===== src/rtl/cache_axi_master_bridge_pkg.sv =====
// rtl/cache_axi_master_bridge_pkg.sv - state encodings and AXI constants shared by the cache AXI bridge
package cache_axi_master_bridge_pkg;

    typedef enum logic [1:0] {
        R_IDLE = 2'd0,
        R_AR   = 2'd1,
        R_DATA = 2'd2
    } rd_state_e;

    typedef enum logic [1:0] {
        W_IDLE = 2'd0,
        W_AW   = 2'd1,
        W_DATA = 2'd2,
        W_B    = 2'd3
    } wr_state_e;

    localparam logic [1:0] AXI_BURST_INCR = 2'b01;

    // AXI size codes: bytes per beat
    localparam logic [2:0] AXI_SIZE_1 = 3'd0;
    localparam logic [2:0] AXI_SIZE_2 = 3'd1;
    localparam logic [2:0] AXI_SIZE_4 = 3'd2;

endpackage


===== src/rtl/cache_bridge_size_enc.sv =====
// rtl/cache_bridge_size_enc.sv - maps cache byte select and beat count onto an AXI transfer size
module cache_bridge_size_enc
    import cache_axi_master_bridge_pkg::*;
(
    input  logic [3:0] sel_i,
    input  logic [3:0] len_i,
    output logic [2:0] size_o
);

    // Bursts are always full words; single beats take their width from the byte select
    always_comb begin
        size_o = AXI_SIZE_4;
        if (len_i == 4'd0) begin
            case (sel_i)
                4'b0001, 4'b0010, 4'b0100, 4'b1000: size_o = AXI_SIZE_1;
                4'b0011, 4'b1100:                   size_o = AXI_SIZE_2;
                default:                            size_o = AXI_SIZE_4;
            endcase
        end
    end

endmodule


===== src/rtl/cache_axi_master_bridge.sv =====
// rtl/cache_axi_master_bridge.sv - cache request port to AXI3 master bridge; CACHE_BRIDGE_EARLY_WRESP_EN acks the last write beat on wlast
module cache_axi_master_bridge
    import cache_axi_master_bridge_pkg::*;
#(
    parameter logic [3:0] RD_ID = 4'd0,
    parameter logic [3:0] WR_ID = 4'd1
) (
    input  logic        clk,
    input  logic        resetn,
    input  logic        c_ren_i,
    input  logic [31:0] c_raddr_i,
    input  logic [3:0]  c_rlen_i,
    input  logic [3:0]  c_rsel_i,
    input  logic        c_rready_i,
    output logic [31:0] c_rdata_o,
    output logic        c_rvalid_o,
    input  logic        c_wen_i,
    input  logic [31:0] c_waddr_i,
    input  logic [31:0] c_wdata_i,
    input  logic [3:0]  c_wsel_i,
    input  logic [3:0]  c_wlen_i,
    output logic        c_wresp_o,
    output logic [3:0]  arid,
    output logic [31:0] araddr,
    output logic [3:0]  arlen,
    output logic [2:0]  arsize,
    output logic [1:0]  arburst,
    output logic        arvalid,
    output logic [1:0]  arlock,
    output logic [3:0]  arcache,
    output logic [2:0]  arprot,
    input  logic        arready,
    input  logic [3:0]  rid,
    input  logic [31:0] rdata,
    input  logic [1:0]  rresp,
    input  logic        rlast,
    input  logic        rvalid,
    output logic        rready,
    output logic [3:0]  awid,
    output logic [31:0] awaddr,
    output logic [3:0]  awlen,
    output logic [2:0]  awsize,
    output logic [1:0]  awburst,
    output logic        awvalid,
    output logic [1:0]  awlock,
    output logic [3:0]  awcache,
    output logic [2:0]  awprot,
    input  logic        awready,
    output logic [3:0]  wid,
    output logic [31:0] wdata,
    output logic [3:0]  wstrb,
    output logic        wlast,
    output logic        wvalid,
    input  logic        wready,
    input  logic [3:0]  bid,
    input  logic [1:0]  bresp,
    input  logic        bvalid,
    output logic        bready
);

    rd_state_e   rd_state_q, rd_state_d;
    logic        arvalid_q, arvalid_d;
    logic [31:0] araddr_q, araddr_d;
    logic [3:0]  arlen_q, arlen_d;
    logic [2:0]  arsize_q, arsize_d;
    logic [2:0]  rd_size;

    wr_state_e   wr_state_q, wr_state_d;
    logic        awvalid_q, awvalid_d;
    logic        wvalid_q, wvalid_d;
    logic        bready_q, bready_d;
    logic [31:0] awaddr_q, awaddr_d;
    logic [3:0]  awlen_q, awlen_d;
    logic [2:0]  awsize_q, awsize_d;
    logic [3:0]  wstrb_q, wstrb_d;
    logic [2:0]  wbeat_q, wbeat_d;
    logic [2:0]  wr_size;

    logic        r_fire;
    logic        w_fire;
    logic        w_last_beat;
    logic        b_fire;

    // Response IDs and status are not needed: one outstanding transaction per direction
    logic        unused_axi_rsp;
    assign unused_axi_rsp = ^{rid, rresp, bid, bresp};

    cache_bridge_size_enc u_rd_size (
        .sel_i  (c_rsel_i),
        .len_i  (c_rlen_i),
        .size_o (rd_size)
    );

    cache_bridge_size_enc u_wr_size (
        .sel_i  (c_wsel_i),
        .len_i  (c_wlen_i),
        .size_o (wr_size)
    );

    // Read engine: latch request, present AR, then stream R beats back to the initiator
    always_comb begin
        rd_state_d = rd_state_q;
        arvalid_d  = arvalid_q;
        araddr_d   = araddr_q;
        arlen_d    = arlen_q;
        arsize_d   = arsize_q;
        case (rd_state_q)
            R_IDLE: begin
                if (c_ren_i) begin
                    araddr_d   = c_raddr_i;
                    arlen_d    = c_rlen_i;
                    arsize_d   = rd_size;
                    arvalid_d  = 1'b1;
                    rd_state_d = R_AR;
                end
            end
            R_AR: begin
                if (arvalid_q && arready) begin
                    arvalid_d  = 1'b0;
                    rd_state_d = R_DATA;
                end
            end
            R_DATA: begin
                if (r_fire && rlast) begin
                    rd_state_d = R_IDLE;
                end
            end
            default: rd_state_d = R_IDLE;
        endcase
    end

    // Read engine state registers
    always_ff @(posedge clk or negedge resetn) begin
        if (!resetn) begin
            rd_state_q <= R_IDLE;
            arvalid_q  <= 1'b0;
            araddr_q   <= 32'd0;
            arlen_q    <= 4'd0;
            arsize_q   <= 3'd0;
        end else begin
            rd_state_q <= rd_state_d;
            arvalid_q  <= arvalid_d;
            araddr_q   <= araddr_d;
            arlen_q    <= arlen_d;
            arsize_q   <= arsize_d;
        end
    end

    assign rready     = (rd_state_q == R_DATA) && c_rready_i;
    assign r_fire     = rvalid && rready;
    assign c_rvalid_o = r_fire;
    assign c_rdata_o  = rdata;

    assign arid    = RD_ID;
    assign araddr  = araddr_q;
    assign arlen   = arlen_q;
    assign arsize  = arsize_q;
    assign arburst = AXI_BURST_INCR;
    assign arvalid = arvalid_q;
    assign arlock  = 2'b00;
    assign arcache = 4'b0000;
    assign arprot  = 3'b000;

    assign w_fire      = wvalid_q && wready;
    assign w_last_beat = (wbeat_q == awlen_q[2:0]);
    assign b_fire      = bready_q && bvalid;

    // Write engine: AW first, then W beats fed straight from the initiator, then wait for B
    always_comb begin
        wr_state_d = wr_state_q;
        awvalid_d  = awvalid_q;
        wvalid_d   = wvalid_q;
        bready_d   = bready_q;
        awaddr_d   = awaddr_q;
        awlen_d    = awlen_q;
        awsize_d   = awsize_q;
        wstrb_d    = wstrb_q;
        wbeat_d    = wbeat_q;
        case (wr_state_q)
            W_IDLE: begin
                if (c_wen_i) begin
                    awaddr_d   = c_waddr_i;
                    awlen_d    = c_wlen_i;
                    awsize_d   = wr_size;
                    wstrb_d    = (c_wlen_i == 4'd0) ? c_wsel_i : 4'hF;
                    wbeat_d    = 3'd0;
                    awvalid_d  = 1'b1;
                    wr_state_d = W_AW;
                end
            end
            W_AW: begin
                if (awvalid_q && awready) begin
                    awvalid_d  = 1'b0;
                    wvalid_d   = 1'b1;
                    wr_state_d = W_DATA;
                end
            end
            W_DATA: begin
                if (w_fire) begin
                    if (w_last_beat) begin
                        wvalid_d   = 1'b0;
                        bready_d   = 1'b1;
                        wbeat_d    = 3'd0;
                        wr_state_d = W_B;
                    end else begin
                        wbeat_d = wbeat_q + 3'd1;
                    end
                end
            end
            W_B: begin
                if (b_fire) begin
                    bready_d   = 1'b0;
                    wr_state_d = W_IDLE;
                end
            end
            default: wr_state_d = W_IDLE;
        endcase
    end

    // Write engine state registers
    always_ff @(posedge clk or negedge resetn) begin
        if (!resetn) begin
            wr_state_q <= W_IDLE;
            awvalid_q  <= 1'b0;
            wvalid_q   <= 1'b0;
            bready_q   <= 1'b0;
            awaddr_q   <= 32'd0;
            awlen_q    <= 4'd0;
            awsize_q   <= 3'd0;
            wstrb_q    <= 4'd0;
            wbeat_q    <= 3'd0;
        end else begin
            wr_state_q <= wr_state_d;
            awvalid_q  <= awvalid_d;
            wvalid_q   <= wvalid_d;
            bready_q   <= bready_d;
            awaddr_q   <= awaddr_d;
            awlen_q    <= awlen_d;
            awsize_q   <= awsize_d;
            wstrb_q    <= wstrb_d;
            wbeat_q    <= wbeat_d;
        end
    end

`ifdef CACHE_BRIDGE_EARLY_WRESP_EN
    // Every beat, including the last, is acknowledged on its W handshake
    assign c_wresp_o = w_fire;
`else
    // The last beat is acknowledged only once B returns
    assign c_wresp_o = (w_fire && !w_last_beat) || b_fire;
`endif

    assign awid    = WR_ID;
    assign awaddr  = awaddr_q;
    assign awlen   = awlen_q;
    assign awsize  = awsize_q;
    assign awburst = AXI_BURST_INCR;
    assign awvalid = awvalid_q;
    assign awlock  = 2'b00;
    assign awcache = 4'b0000;
    assign awprot  = 3'b000;

    assign wid    = WR_ID;
    assign wdata  = c_wdata_i;
    assign wstrb  = wstrb_q;
    assign wlast  = wvalid_q && w_last_beat;
    assign wvalid = wvalid_q;
    assign bready = bready_q;

endmodule


===== config.mk =====
export PLATFORM = sky130hd
export DESIGN_NAME = cache_axi_master_bridge
export DESIGN_NICKNAME = d
export VERILOG_FILES = /design/src/rtl/cache_axi_master_bridge_pkg.sv /design/src/rtl/cache_bridge_size_enc.sv /design/src/rtl/cache_axi_master_bridge.sv
export SDC_FILE = /design/constraint.sdc
export NUM_CORES = 1
export LEC_CHECK = 0
export ABC_AREA = 1
export BUFFER_PORTS_ARGS = -buffer_cell sky130_fd_sc_hd__buf_4
export CORE_AREA = 2 2 138 140
export DETAILED_ROUTE_END_ITERATION = 12
export DIE_AREA = 0 0 140 142
export SLEW_MARGIN = 20
export SYNTH_ARGS = -nofsm -noshare
export SYNTH_HDL_FRONTEND = slang
export SYNTH_SLANG_ARGS = --single-unit

===== constraint.sdc =====
create_clock -name clk -period 1.53 [get_ports clk]
set_clock_uncertainty 0.2 [all_clocks]
set_input_delay 0.0765 -clock clk [delete_from_list [all_inputs] [get_ports clk]]
set_output_delay 0.0765 -clock clk [all_outputs]
set_load 0.01 [all_outputs]

==> flow_metrics.env <==
export IMPL_drt_initial_drc_count=195
export IMPL_rows=50
export IMPL_yosys_register_bits=91
export IMPL_min_delay_path_depth=5
export IMPL_hold_viol=0
export IMPL_first_global_vias=4294
export IMPL_critical_path_peak_fanout=3
export IMPL_core_area_um2=18500
export IMPL_cts_sinks=91
export IMPL_grtUsageTotal_pct=13.8
export IMPL_cts_buffers=9
export IMPL_wl_per_cell_um=14.4
export IMPL_wl_met3_um=1110
export IMPL_grt_pass1_wl_um=21800
export IMPL_stdcell_area_um2=8290
export IMPL_placed_area_um2=5720
export IMPL_area_delta_synth_final_pct=81.0
export IMPL_maxSlewHeadroom_pct=66.4
export IMPL_hp_class="input port to flip-flop"
export IMPL_antenna_found_initial=0
export IMPL_yosys_area_share_simple_pct=24.1
export IMPL_ir_drop_mv=0.751
export IMPL_worst_slack_ns=-0.161
export IMPL_ys_warn_count=0
export IMPL_crit_arrival_ns=1.41
export IMPL_holdWs_ns=0.0301
export IMPL_routed_wl_um=15700
export IMPL_place_congestion=0.737
export IMPL_cellPowerDensity_nw_per_um2=1590
export IMPL_drc=22
export IMPL_yosys_area_share_adder_pct=1.64
export IMPL_violations="DRC, setup timing"
export IMPL_r2r_cells=7
export IMPL_layout_common_cells="nand2_1, buf_4, dlygate4sd3_1, dfrtp_1, conb_1"
export IMPL_clk_pin_slew_ns=0.07
export IMPL_worst_slew_pin_slew_ns=0.504
export IMPL_synth_area_per_cell_um2=8.28
export IMPL_drive_gt1_share_pct=36.9
export IMPL_required_ns=1.25
export IMPL_syn_area_um2=4580
export IMPL_synth_cells=553
export IMPL_p_leak_uw=0.00428
export IMPL_maxCapViolations=0
export IMPL_portBuffers=178
export IMPL_synthXorXnorAreaFrac_pct=0.383
export IMPL_die_w_um=140
export IMPL_final_antenna_net_count=0
export IMPL_ios=355
export IMPL_final_common_cell="nand2_1"
export IMPL_cp_end_kind="output port"
export IMPL_synth_top_family_by_area="simple AND/OR/NAND/NOR gates"
export IMPL_clockBufferDepth=2
export IMPL_cts_tree="done"
export IMPL_via_per_inst=4.12
export IMPL_synth_compound_area_share_pct=2.84
export IMPL_m1WireLength_um=5860
export IMPL_period_needed_ns=1.69
export IMPL_dieArea_um2=19900
export IMPL_synthMuxAreaShare_pct=0
export IMPL_finalNetCount=1028
export IMPL_rsz0062_at_grt="yes"
export IMPL_yosysUniqueCellTypes=26
export IMPL_seq_area_frac_synth_pct=49.7
export IMPL_critPathKind="flip-flop to output port"
export IMPL_outcome="finished, violations left"
export IMPL_worst_setup_path_start_kind="flip-flop"
export IMPL_setup_viol=6
export IMPL_num_antenna_cells=0
export IMPL_htree_levels=3
export IMPL_vias=4502
export IMPL_max_freq_mhz=591
export IMPL_wl_met2_um=8440
export IMPL_ctsRootBufferMaster="clkbuf_16"
export IMPL_grt_start_max_net_pins=92
export IMPL_clkLatencyLatePin_ns=0.34
export IMPL_maxSlewViolCount=0
export IMPL_grt_overflow=0
export IMPL_fin_crit_sh_pct=111
export IMPL_drt_pass1_iter_count=8
export IMPL_die_h_um=142
export IMPL_start_util_pct=24.8
export IMPL_dr_max_layer_used="met4"
export IMPL_fin_setup_tns_ns=-0.387
export IMPL_place_hpwl_um=8400
power breakdown:
group / switching (uW) / internal (uW)
sequential: 667 / 3460
combinational: 3370 / 3580
clock: 935 / 1190
cell type report:
class | instances | area [um^2]
fill | 1725 | 10200
timing repair buffer | 373 | 3490
sequential | 91 | 2280
multi-input combinational | 347 | 1800
tap | 234 | 293
clock buffer | 12 | 256
inverter | 33 | 150
clock inverter | 3 | 23.8
sequential cells by signal, summed over array words and instances, names as in the netlist:
signal / cells
araddr: 32
arlen: 4
arsize: 2
arvalid: 1
awaddr: 32
awlen: 4
awsize: 2
awvalid: 1
bready: 1
rd_state_q: 2
wbeat_q: 3
wr_state_q: 2
wstrb: 4
wvalid: 1
logic make-up after synthesis:
logic type	after synthesis
DFF	91
other	2
buffers and inverters	149
adders and majority gates	6
xor gates and xnor gates	2
AOI/OAI and AO/OA	24
and+or+nand+nor	279
worst max-delay path, stage by stage (launching register included):
cell	delay, ns
dfrtp_1	0.43
inv_2	0.09
nand2_2	0.05
nand2_2	0.06
nand3_2	0.09
buf_6	0.14
inv_2	0.04
o21ai_1	0.05
buf_4	0.14
final timing paths:
check | slack [ns] | from | to
min in group asynchronous | 0.13 | resetn | araddr[4]$_DFFE_PN0P_
min | 0.03 | c_rsel_i[2] | arsize[0]$_DFFE_PN0P_
min reg2reg | 0.28 | araddr[9]$_DFFE_PN0P_ | araddr[9]$_DFFE_PN0P_
max | -0.16 | awlen[0]$_DFFE_PN0P_ | c_wresp_o
max reg2reg | -0.03 | wr_state_q[0]$_DFFE_PN0P_ | wbeat_q[0]$_DFFE_PN0P_
max in group asynchronous | 0.60 | resetn | awaddr[13]$_DFFE_PN0P_
metal layers:
| layer | vias to the layer above | GRT usage [%] |
|---|---|---|
| met5 | - | 0 |
| met4 | 0 | 4.94 |
| met3 | 22 | 3.70 |
| met2 | 219 | 24.8 |
| met1 | 2106 | 15.8 |
| li1 | 2155 | - |
cells in the mapped netlist:
library cell / instances / area, um^2
nor3_1: 2 / 10.0
xor2_1: 1 / 8.76
buf_4: 106 / 796
xnor2_1: 1 / 8.76
o21ai_0: 9 / 45.0
dfrtp_1: 91 / 2280
nand3_1: 5 / 25.0
inv_1: 32 / 120
a21oi_1: 3 / 15.0
and3_1: 1 / 6.26
buf_2: 8 / 40.0
nand4_1: 7 / 43.8
nor2_2: 1 / 6.26
conb_1: 2 / 7.51
or2_2: 1 / 6.26
a31oi_1: 4 / 25.0
and2_4: 1 / 8.76
o22ai_1: 4 / 25.0
inv_2: 1 / 3.75
o21ai_1: 4 / 20.0
nor2_1: 12 / 45.0
nand3_2: 1 / 10.0
nand2_1: 246 / 923
clkbuf_1: 2 / 7.51
nor3_2: 2 / 20.0
ha_1: 6 / 75.1
stage by stage:
| step | setup slack (ns) | std cells | util, % | power (uW) |
|---|---|---|---|---|
| final | -0.161 | 1093 | 44.9 | 13200 |
| after floorplan | 0.00101 | 587 | - | 6730 |
| after detailed placement | -0.106 | 903 | 31.0 | 9120 |
| after global placement | -0.0765 | 903 | 31.0 | 9040 |
| after global routing | -0.254 | 1093 | 44.9 | 14200 |
| after CTS | -0.179 | 1079 | 41.7 | 12100 |
repair_timing:
action | in CTS | in global routing
buffers inserted | 7 | 6
gates cloned | 1 | 9
pin swaps | 9 | 36
hold endpoints to repair | 240 | 0
setup endpoints to repair | 47 | 45
hold buffers | 153 | 0
gates resized for setup | 25 | 104
Power figures use the tool's default switching activity.
